===== config.mk =====
export PLATFORM = sky130hd
export DESIGN_NAME = pb_led_io
export DESIGN_NICKNAME = d
export VERILOG_FILES = /design/src/rtl/pb_led_io.sv
export SDC_FILE = /design/constraint.sdc
export NUM_CORES = 1
export LEC_CHECK = 0
export ABC_AREA = 1
export ABC_CLOCK_PERIOD_IN_PS = 1400
export CAP_MARGIN = 20
export CORE_AREA = 2 2 200 104
export CTS_CLUSTER_DIAMETER = 100
export DETAILED_ROUTE_END_ITERATION = 8
export DIE_AREA = 0 0 202 106
export PLACE_DENSITY = 0.62
export RECOVER_POWER = 100
export SETUP_SLACK_MARGIN = 0.5
export SYNTH_ARGS = -nofsm -noshare
export SYNTH_HDL_FRONTEND = slang
export SYNTH_SLANG_ARGS = --single-unit
export TNS_END_PERCENT = 30

===== constraint.sdc =====
create_clock -name clk -period 1.4 [get_ports clk]
set_input_delay 0.28 -clock clk [delete_from_list [all_inputs] [get_ports clk]]
set_output_delay 0.28 -clock clk [all_outputs]
set_load 0.005 [all_outputs]

===== src/rtl/pb_led_io.sv =====
// Push-button/LED I/O block: synchronised, debounced buttons with edge
// pulses and sticky press flags; LED register with per-bit blink.
`timescale 1ns/1ps
module pb_led_io #(
   parameter int unsigned NUM_PB     = 5,
   parameter int unsigned NUM_LED    = 12,
   parameter int unsigned DEB_CYCLES = 1000,
   parameter int unsigned DEB_W      = 16,
   parameter int unsigned BLINK_DIV  = 25000000,
   parameter int unsigned BLINK_W    = 25
) (
   input  logic               clk,
   input  logic               rst,
   input  logic [NUM_PB-1:0]  pb_in,
   output logic [NUM_PB-1:0]  pb_level,
   output logic [NUM_PB-1:0]  pb_press,
   output logic [NUM_PB-1:0]  pb_release,
   output logic [NUM_PB-1:0]  evt_flags,
   input  logic               evt_clr,
   input  logic [NUM_PB-1:0]  evt_clr_mask,
   input  logic               led_we,
   input  logic [NUM_LED-1:0] led_wdata,
   input  logic               blink_we,
   input  logic [NUM_LED-1:0] blink_wdata,
   output logic [NUM_LED-1:0] led
);

   localparam logic [DEB_W-1:0]   DEB_LAST   = DEB_W'(DEB_CYCLES - 1);
   localparam logic [BLINK_W-1:0] BLINK_LAST = BLINK_W'(BLINK_DIV - 1);

   logic [NUM_PB-1:0]             s1;
   logic [NUM_PB-1:0]             s2;
   logic [NUM_PB-1:0][DEB_W-1:0]  cnt;
   logic [NUM_PB-1:0][DEB_W-1:0]  cnt_next;
   logic [NUM_PB-1:0]             level_next;
   logic [NUM_PB-1:0]             press_next;
   logic [NUM_PB-1:0]             release_next;
   logic [NUM_PB-1:0]             flags_next;

   logic [NUM_LED-1:0]            led_val;
   logic [NUM_LED-1:0]            blink_mask;
   logic [BLINK_W-1:0]            pcnt;
   logic                          phase;

   // Per-channel debounce decision and sticky-flag update (set wins over clear)
   always_comb begin
      level_next   = pb_level;
      press_next   = '0;
      release_next = '0;
      cnt_next     = '0;
      for (int unsigned i = 0; i < NUM_PB; i++) begin
         if (s2[i] != pb_level[i]) begin
            if (cnt[i] == DEB_LAST) begin
               level_next[i]   = s2[i];
               press_next[i]   = s2[i];
               release_next[i] = ~s2[i];
            end else begin
               cnt_next[i] = cnt[i] + 1'b1;
            end
         end
      end
      flags_next = (evt_flags & ~({NUM_PB{evt_clr}} & evt_clr_mask)) | press_next;
   end

   // Synchroniser, debounce state, pulses and event flags
   always_ff @(posedge clk) begin
      if (rst) begin
         s1         <= '0;
         s2         <= '0;
         cnt        <= '0;
         pb_level   <= '0;
         pb_press   <= '0;
         pb_release <= '0;
         evt_flags  <= '0;
      end else begin
         s1         <= pb_in;
         s2         <= s1;
         cnt        <= cnt_next;
         pb_level   <= level_next;
         pb_press   <= press_next;
         pb_release <= release_next;
         evt_flags  <= flags_next;
      end
   end

   // LED value/blink registers, free-running prescaler and registered LED drive
   always_ff @(posedge clk) begin
      if (rst) begin
         led_val    <= '0;
         blink_mask <= '0;
         pcnt       <= '0;
         phase      <= 1'b0;
         led        <= '0;
      end else begin
         if (led_we)   led_val    <= led_wdata;
         if (blink_we) blink_mask <= blink_wdata;
         if (pcnt == BLINK_LAST) begin
            pcnt  <= '0;
            phase <= ~phase;
         end else begin
            pcnt <= pcnt + 1'b1;
         end
         led <= led_val & ~(blink_mask & {NUM_LED{phase}});
      end
   end

endmodule

# --- Word-level counts from Yosys, hierarchy flattened ---
# Index checks and enable logic that the tools add are counted.
word_totals:
  reg_bits: 172
  input_bits: 39
  output_inout_bits: 32
op_classes:
  reduce_logical: 16
  n_mux: 10
  add_sub_neg: 6
  n_bitwise: 23
  n_eq_ne: 11
ops:
  columns: ["op", "count"]
  rows:
  - ["$add A16 B1 Y16 const B", 5]
  - ["$eq A16 B10 Y1 const B", 5]
  - ["$reduce_or A3 Y1", 10]
  - ["$add A25 B1 Y25 const B", 1]
  - ["$eq A25 B25 Y1 const B", 1]
  - ["$and A12 B12 Y12", 2]
  - ["$not A1 Y1", 16]
  - ["$not A12 Y12", 1]
  - ["$and A5 B5 Y5", 2]
  - ["$mux W1", 10]
  - ["$reduce_and A2 Y1", 5]
  - ["$ne A1 B1 Y1", 5]
  - ["$not A5 Y5", 1]
  - ["$or A5 B5 Y5", 1]
  - ["$reduce_or A2 Y1", 1]

# --- Logic depth before layout (Yosys ltp) ---
# Gate-level depths: netlist (run 1).
depth:
  depth_word: 4
  mapped_depth: 9

# --- Worst setup path after synthesis (run 1) ---
# Ideal clock, no wire load.
synth_timing:
  path_type: "flip-flop to flip-flop"
  start: "register pcnt[0]"
  end: "register pcnt[21]"
  synth_period_minus_slack_ns: 1.378
  stages_incl_launch_ff: 10
  arrival_ns: 1.267
  required_time_ns: 1.289
  path_buffers: 1
  setup_ns: 0.111
  slack_ns: 0.022
  cell_sequence: "dfxtp_1 -> ha_1 -> nand2_2 -> nor2_4 -> inv_2 -> nor2_4 -> nand2_2 -> nand2_4 -> buf_12 -> nor2_2"
synth_between:
  elab_chain_cells: 2
synth_lines:
  columns: ["item", "line", "text"]
  rows:
  - ["from (decl)", "42", "logic [BLINK_W-1:0] pcnt;"]
  - ["from (signal assigned)", "101", "pcnt <= pcnt + 1'b1;"]
  - ["parallel branches: the longest is 2 deep, another holds $add A25 B1 Y25", null, null]
# Parallel ways; which one is timed is not known.
# A chain may end at the register's enable or synchronous reset.

# --- Worst setup path after layout (run 1) ---
layout_timing:
  start: "register cnt[32] in the netlist's numbering"
  end: "register cnt[40] in the netlist's numbering"
layout_between:
  elab_chain_cells: 2
layout_lines:
  columns: ["item", "line", "text"]
  rows:
  - ["from (decl)", "33", "logic [NUM_PB-1:0][DEB_W-1:0] cnt;"]
  - ["from (signal assigned)", "78", "cnt <= cnt_next;"]
  - ["parallel branches: the longest is 2 deep, another holds $add A16 B1 Y16", null, null]
# Parallel ways; which one is timed is not known.

==> flow_metrics.py, run 1 <==
metrics = {
    "global_routing": {
        "grt_max_degree": 36,
        "antenna_found_initial": 1,
        "grt_pass1_wl_um": 30400,
        "grt_overflow": 0,
        "grt_util_all_layers": 0.178,
        "grt_pass1_vias": 5949,
    },
    "die": {
        "die_area_um2": 21400,
        "start_util": 0.388,
        "die_x_um": 202,
        "io_pins": 71,
        "rows": 37,
        "core_area_um2": 19900,
        "die_h_um": 106,
    },
    "layout": {
        "drive_gt1_frac": 0.324,
        "layout_commonest_cell": "nand2_1",
        "final_util": 0.540,
        "nets": 1247,
        "syn2layout_area_growth_pct": 39.1,
        "final_cell_mix": "nand2_1, nor2_1, dfxtp_1, inv_1, nand3_1",
    },
    "worst_hold_path": {
        "worstHoldPathCells": 2,
        "min_to": "s2[4]",
        "hp-start": "rst",
        "min_path_type": "input pin to register",
    },
    "clock_network": {
        "clock_latency_ns": 0.43,
        "htreeDepth": 4,
        "cts_tree": "yes",
        "clk_pin_slew_ns": 0.07,
        "clock-sinks": 172,
        "cts_buffer_depth": 2,
        "cts_root_buffer": "clkbuf_16",
        "cts_buffers": 17,
        "hold_buffers": 0,
    },
    "sta": {
        "setup_viol": 0,
        "fin_crit_ns": 1.38,
        "finalHoldViolCount": 0,
        "rsz0062_at_grt": "yes",
        "maxSlewViolCount": 0,
        "timing.fmax_ghz": 0.723,
        "worst_pin_slew_ns": 0.729,
        "max_slew_margin": 0.514,
        "fin_setup_tns_ns": 0,
        "fin_crit_sh": 0.988,
        "fin_skew_ns": 0.00899,
    },
    "drt": {
        "ant_nets": 0,
        "wl_per_cell_um": 13.6,
        "routed_wl_um": 20200,
        "vias": 7056,
        "initialDrtViolationCount": 478,
        "via_per_inst": 4.74,
        "drcViolationCount": 0,
        "drtPass1Iterations": 5,
    },
    "yosys": {
        "syn_inst": 1063,
        "avgSynthCellArea_um2": 7.25,
        "syn_nets": 1108,
        "ys_seq_elements": 172,
        "synth_area_um2": 7700,
        "synth.distinct_cells": 34,
        "yosys_warnings": 0,
        "yosysSeqAreaShare": 0.447,
    },
    "pwr": {
        "vdd_drop_max_mv": 0.844,
        "totalPowerFinal_mw": 10.3,
        "p_per_area_nw_per_um2": 961,
        "cellLeakagePower_nw": 3.80,
    },
    "critical_path": {
        "cp_top_family": "simple AND/OR/NAND/NOR gates",
        "critical_path.endpoint_type": "register",
        "r2r_end": "cnt[40]",
        "cpPeakStageDelay_ns": 0.36,
        "path_buf_inv": 0,
        "critical_path_class": "register to register",
        "cp.arrival_ns": 1.70,
        "start_kind": "register",
        "cp_cell_sequence": "ha_4 > nand3_1 > nor3_2 > nand2_2 > nand2_8 > a21oi_2",
        "cp_slowest_cell": "dfxtp_2",
        "r2r_setup_slack_ns": 0.02,
        "worstPathRequired_ns": 1.72,
        "r2r-start": "cnt[32]",
        "cp_max_fo": 8,
        "ff2ff_path_depth": 6,
    },
    "placement": {
        "place_congestion": 0.910,
        "portBuffers": 70,
        "dp_hpwl_um": 13800,
    },
    "flow_run": {
        "maxCapViolations": 0,
    },
    "status": {
        "status": "completed",
    },
}
==> cell families (layout without fill, tap and decap cells) <==
family	Yosys count	in the layout	synth area share
other	0	1	0
XOR/XNOR	46	46	0.0523
AND/OR/NAND/NOR	588	589	0.341
buffers and inverters	158	309	0.0856
flip-flops	172	172	0.447
AO/OA/AOI/OAI	93	93	0.0645
adder cells (fa/ha/maj)	6	6	0.00974
==> routing by layer <==
metal | GRT usage | share of wire | wire length (µm) | up-vias
li1 | - | - | - | 3658
met1 | 0.291 | 0.55 | 11000 | 3204
met2 | 0.215 | 0.38 | 7700 | 183
met3 | 0.0509 | 0.067 | 1350 | 11
met4 | 0.0457 | 0.0063 | 127 | 0
met5 | 0 | 0 | 0 | -
==> cell type report <==
cell class / count / area [µm²]
antenna: 1 / 2.50
clock buffer: 19 / 443
clock inverter: 13 / 155
fill: 1880 / 9140
inverter: 138 / 524
multi-input combinational: 734 / 4490
sequential: 172 / 3520
tap: 273 / 342
timing repair buffer: 139 / 1240
==> how the worst max path moves through the flow <==
stage                      from       end  slack, ns  cells past startpoint
finish                  cnt[32]   cnt[40]       0.02                      6
global route        pb_level[4]   cnt[66]      -0.08                      8
detailed placement      cnt[48]   cnt[60]     0.0009                      7
CTS                     pcnt[0]  pcnt[12]       0.06                      8
global placement        cnt[48]   cnt[56]      0.007                      7
floorplan               pcnt[0]   pcnt[2]       0.09                      9
==> state kept, by name, indices dropped and copies added (netlist names) <==
signal	count
phase	1
led_val	12
led	12
pb_level	5
pcnt	25
evt_flags	5
s1	5
blink_mask	12
pb_press	5
pb_release	5
s2	5
cnt	80
==> power breakdown <==
| part | switching (mW) | internal, mW | leakage (nW) | total [mW] |
|---|---|---|---|---|
| logic | 0.233 | 0.232 | 2.09 | 0.466 |
| clock network | 2.10 | 2.72 | 0.283 | 4.82 |
| registers | 0.0474 | 4.97 | 1.42 | 5.02 |
==> Yosys cell counts <==
library cell  count  area (µm²)
clkbuf_2          1        5.00
or2_2             1        6.26
nand2_1         179         672
nor2_1          208         781
nand2_4           1        11.3
buf_8             1        15.0
dfxtp_1         172        3440
buf_12            1        20.0
a211oi_1         11        82.6
nor2_2           28         175
ha_1              6        75.1
xnor2_1          10        87.6
a21oi_1          46         230
nor3b_1           3        22.5
a21oi_2           1        8.76
buf_6             2        22.5
o21ai_0          35         175
buf_1             1        3.75
buf_4             5        37.5
buf_2             3        15.0
nor3_2            1        10.0
and2_1            1        6.26
nor2_4            7        78.8
clkbuf_1          6        22.5
or2_0             1        6.26
inv_1           136         510
nand2_2          12        75.1
nand3_1          82         410
nor3_1           27         135
xor2_1           36         315
inv_2             2        7.51
nand3b_1          2        15.0
nand4_1          34         213
nand3_2           1        10.0
==> per-stage QoR <==
stage | cells | hold WS, ns | setup WS [ns] | cell area (µm²)
3_5_place_dp | 1427 | 0.396 | 0.000910 | 9100
2_1_floorplan | 1063 | 0.387 | 0.0878 | 7820
6_report | 1489 | 0.311 | 0.0161 | 10700
4_1_cts | 1470 | 0.161 | 0.0556 | 9780
3_3_place_gp | 1427 | 0.390 | 0.00735 | 9100
5_1_grt | 1488 | 0.353 | -0.0757 | 10700
==> timing repair <==
item / 4_1_cts / 5_1_grt
pin swaps: 14 / 80
gates cloned: 1 / 2
endpoints found under the hold margin: 0 / 0
resized for setup: 176 / 287
setup buffers: 10 / 16
setup endpoints to repair: 160 / 175
(Power assumes the default switching activity.)
==> run 2, diff against run 1 <==
--- a/config.mk
+++ b/config.mk
@@ -8,11 +8,11 @@
 export ABC_AREA = 1
 export ABC_CLOCK_PERIOD_IN_PS = 1400
 export CAP_MARGIN = 20
-export CORE_AREA = 2 2 200 104
+export CORE_AREA = 2 2 176 92
 export CTS_CLUSTER_DIAMETER = 100
 export DETAILED_ROUTE_END_ITERATION = 8
-export DIE_AREA = 0 0 202 106
-export PLACE_DENSITY = 0.62
+export DIE_AREA = 0 0 178 94
+export PLACE_DENSITY = 0.77
 export RECOVER_POWER = 100
 export SETUP_SLACK_MARGIN = 0.5
 export SYNTH_ARGS = -nofsm -noshare
==> run 2 against run 1 <==
  * Global-route usage is 6.3 points higher
  * Wire length is 14% higher
  * Via count is 9.2% higher
  * Final area grew 6.3%
  * Combinational power rose by 11%
  * Fmax fell by 0.95%
  * Flip-flop and latch count is the same
  * Sequential power hardly changed
  * Final cell count shrank 3.3%
  * Clock-buffer cell count is 2 lower
  * Clock skew up 0.0064 ns
  * Core utilization increased by 21 points
==> flow_metrics.py, run 2 (same netlist as run 1, synthesis figures left out) <==
metrics = {
    "die": {
        "rows": 32,
        "core_area_um2": 15100,
        "die_x_um": 178,
        "io_pins": 71,
        "start_util": 0.510,
        "die_h_um": 94,
        "die_area_um2": 16700,
    },
    "worst_hold_path": {
        "hp-start": "led_we",
        "worstHoldPathCells": 3,
        "min_to": "led_val[11]",
        "min_path_type": "input pin to register",
    },
    "critical_path": {
        "path_depth": 8,
        "r2r-start": "pb_level[4]",
        "cp_top_family": "simple AND/OR/NAND/NOR gates",
        "cp_max_fo": 6,
        "r2r_setup_slack_ns": 0.003,
        "cpPeakStageDelay_ns": 0.34,
        "ff2ff_path_depth": 8,
        "start_kind": "register",
        "r2r_end": "cnt[75]",
        "cp_slowest_cell": "dfxtp_2",
        "path_buf_inv": 3,
        "cp.arrival_ns": 1.72,
        "critical_path.endpoint_type": "register",
        "critical_path_class": "register to register",
        "cp_cell_sequence": "buf_4 > nand2_1 > inv_1 > nor2_1 > nor2_2 > nand2_4 > clkbuf_16 > nor2_4",
        "worstPathRequired_ns": 1.72,
    },
    "drt": {
        "via_per_inst": 5.35,
        "initialDrtViolationCount": 629,
        "vias": 7707,
        "routed_wl_um": 23000,
        "drcViolationCount": 0,
        "ant_nets": 0,
        "drtPass1Iterations": 5,
        "wl_per_cell_um": 16.0,
    },
    "layout": {
        "largest-register": "cnt",
        "largest_reg_flops": 80,
        "drive_gt1_frac": 0.421,
        "layout_commonest_cell": "nand2_1",
        "final_util": 0.755,
        "layout_top_registers": "cnt (80), pcnt (25)",
        "fin_cells": 1440,
        "final_cell_mix": "nand2_1, nor2_1, inv_1, dfxtp_1, nor2_4",
        "nets": 1267,
        "syn2layout_area_growth_pct": 47.8,
    },
    "global_routing": {
        "grt_pass1_wl_um": 31900,
        "antenna_found_initial": 1,
        "grt_max_degree": 23,
        "grt_overflow": 0,
        "grt_pass1_vias": 6567,
        "grt_util_all_layers": 0.241,
    },
    "clock_network": {
        "clock-sinks": 172,
        "clk_pin_slew_ns": 0.08,
        "htreeDepth": 4,
        "cts_tree": "yes",
        "clock_latency_ns": 0.43,
        "cts_buffer_depth": 2,
        "cts_root_buffer": "clkbuf_16",
        "cts_buffers": 17,
    },
    "pwr": {
        "p_per_area_nw_per_um2": 911,
        "cellLeakagePower_nw": 4.12,
        "vdd_drop_max_mv": 0.957,
        "totalPowerFinal_mw": 10.4,
    },
    "sta": {
        "max_slew_margin": 0.460,
        "worst_pin_slew_ns": 0.811,
        "fin_crit_ns": 1.40,
        "finalHoldViolCount": 0,
        "setup_viol": 0,
        "rsz0062_at_grt": "yes",
        "timing.fmax_ghz": 0.716,
        "fin_skew_ns": 0.0154,
        "hold_ws_ns": 0.186,
        "fin_setup_tns_ns": 0,
        "maxSlewViolCount": 0,
        "fin_crit_sh": 0.998,
    },
    "status": {
        "status": "completed",
    },
    "placement": {
        "dp.cells": 1361,
        "dp_hpwl_um": 13800,
        "place_congestion": 0.910,
        "portBuffers": 70,
    },
    "flow_run": {
        "maxCapViolations": 0,
    },
}
==> run 2: layer usage <==
| metal | share of wire | GRT usage | wire length [µm] |
|---|---|---|---|
| met1 | 0.45 | 0.359 | 10300 |
| met2 | 0.45 | 0.346 | 10400 |
| met3 | 0.085 | 0.0643 | 1950 |
| met4 | 0.016 | 0.0540 | 368 |
| met5 | 0 | 0 | 0 |
==> run 2: worst max-delay path by stage <==
| stage | startpoint | end |
|---|---|---|
| 3_3_place_gp | rst | cnt[46] |
| 5_1_grt | pb_level[4] | cnt[75] |
| 6_report | pb_level[4] | cnt[75] |
| 4_1_cts | cnt[65] | cnt[77] |
| 2_1_floorplan | pcnt[0] | pcnt[2] |
| 3_5_place_dp | rst | cnt[43] |
==> run 2: stage by stage <==
stage / area, µm² / worst slack, ns
global placement: 9070 / -0.136
detailed placement: 9070 / -0.184
finish: 11400 / 0.00290
CTS: 9790 / 0.0630
floorplan: 7820 / 0.0878
global route: 11400 / -0.0477
==> run 2: worst reg2reg max path, delay by kind of cell (launching register included) <==
| family | cells | cell delay, ns |
|---|---|---|
| buf+inv | 3 | 0.36 |
| flops | 1 | 0.34 |
| simple gates | 5 | 0.58 |
==> run 2: what timing repair did <==
action	in CTS	in global routing
gates cloned	1	3
resized for setup	189	397
setup buffers	13	29
hold buffers	0	0
pin swaps	16	111
setup endpoints to repair	195	195
==> run 2: power by group <==
group | switching [mW] | internal [mW] | total (mW) | leakage (nW)
Sequential | 0.0486 | 4.96 | 5.01 | 1.44
Clock | 2.29 | 2.56 | 4.85 | 0.289
Combinational | 0.267 | 0.250 | 0.517 | 2.40
Total | 2.61 | 7.77 | 10.4 | 4.12
==> run 2: cell type report <==
class,count,area (µm²)
inverter,138,537
tap,204,255
fill,992,3700
multi-input combinational,735,4990
timing repair buffer,158,1430
clock inverter,15,178
antenna,1,2.50
sequential,172,3570
clock buffer,17,425
==> run 3, diff against run 2 <==
--- a/config.mk
+++ b/config.mk
@@ -7,9 +7,8 @@
 export LEC_CHECK = 0
 export ABC_AREA = 1
 export ABC_CLOCK_PERIOD_IN_PS = 1400
-export CAP_MARGIN = 20
+export CAP_MARGIN = 5
 export CORE_AREA = 2 2 176 92
-export CTS_CLUSTER_DIAMETER = 100
 export DETAILED_ROUTE_END_ITERATION = 8
 export DIE_AREA = 0 0 178 94
 export PLACE_DENSITY = 0.77
==> results of run 3 <==
The final DEF is identical to that of run 2; final timing and power are the same.
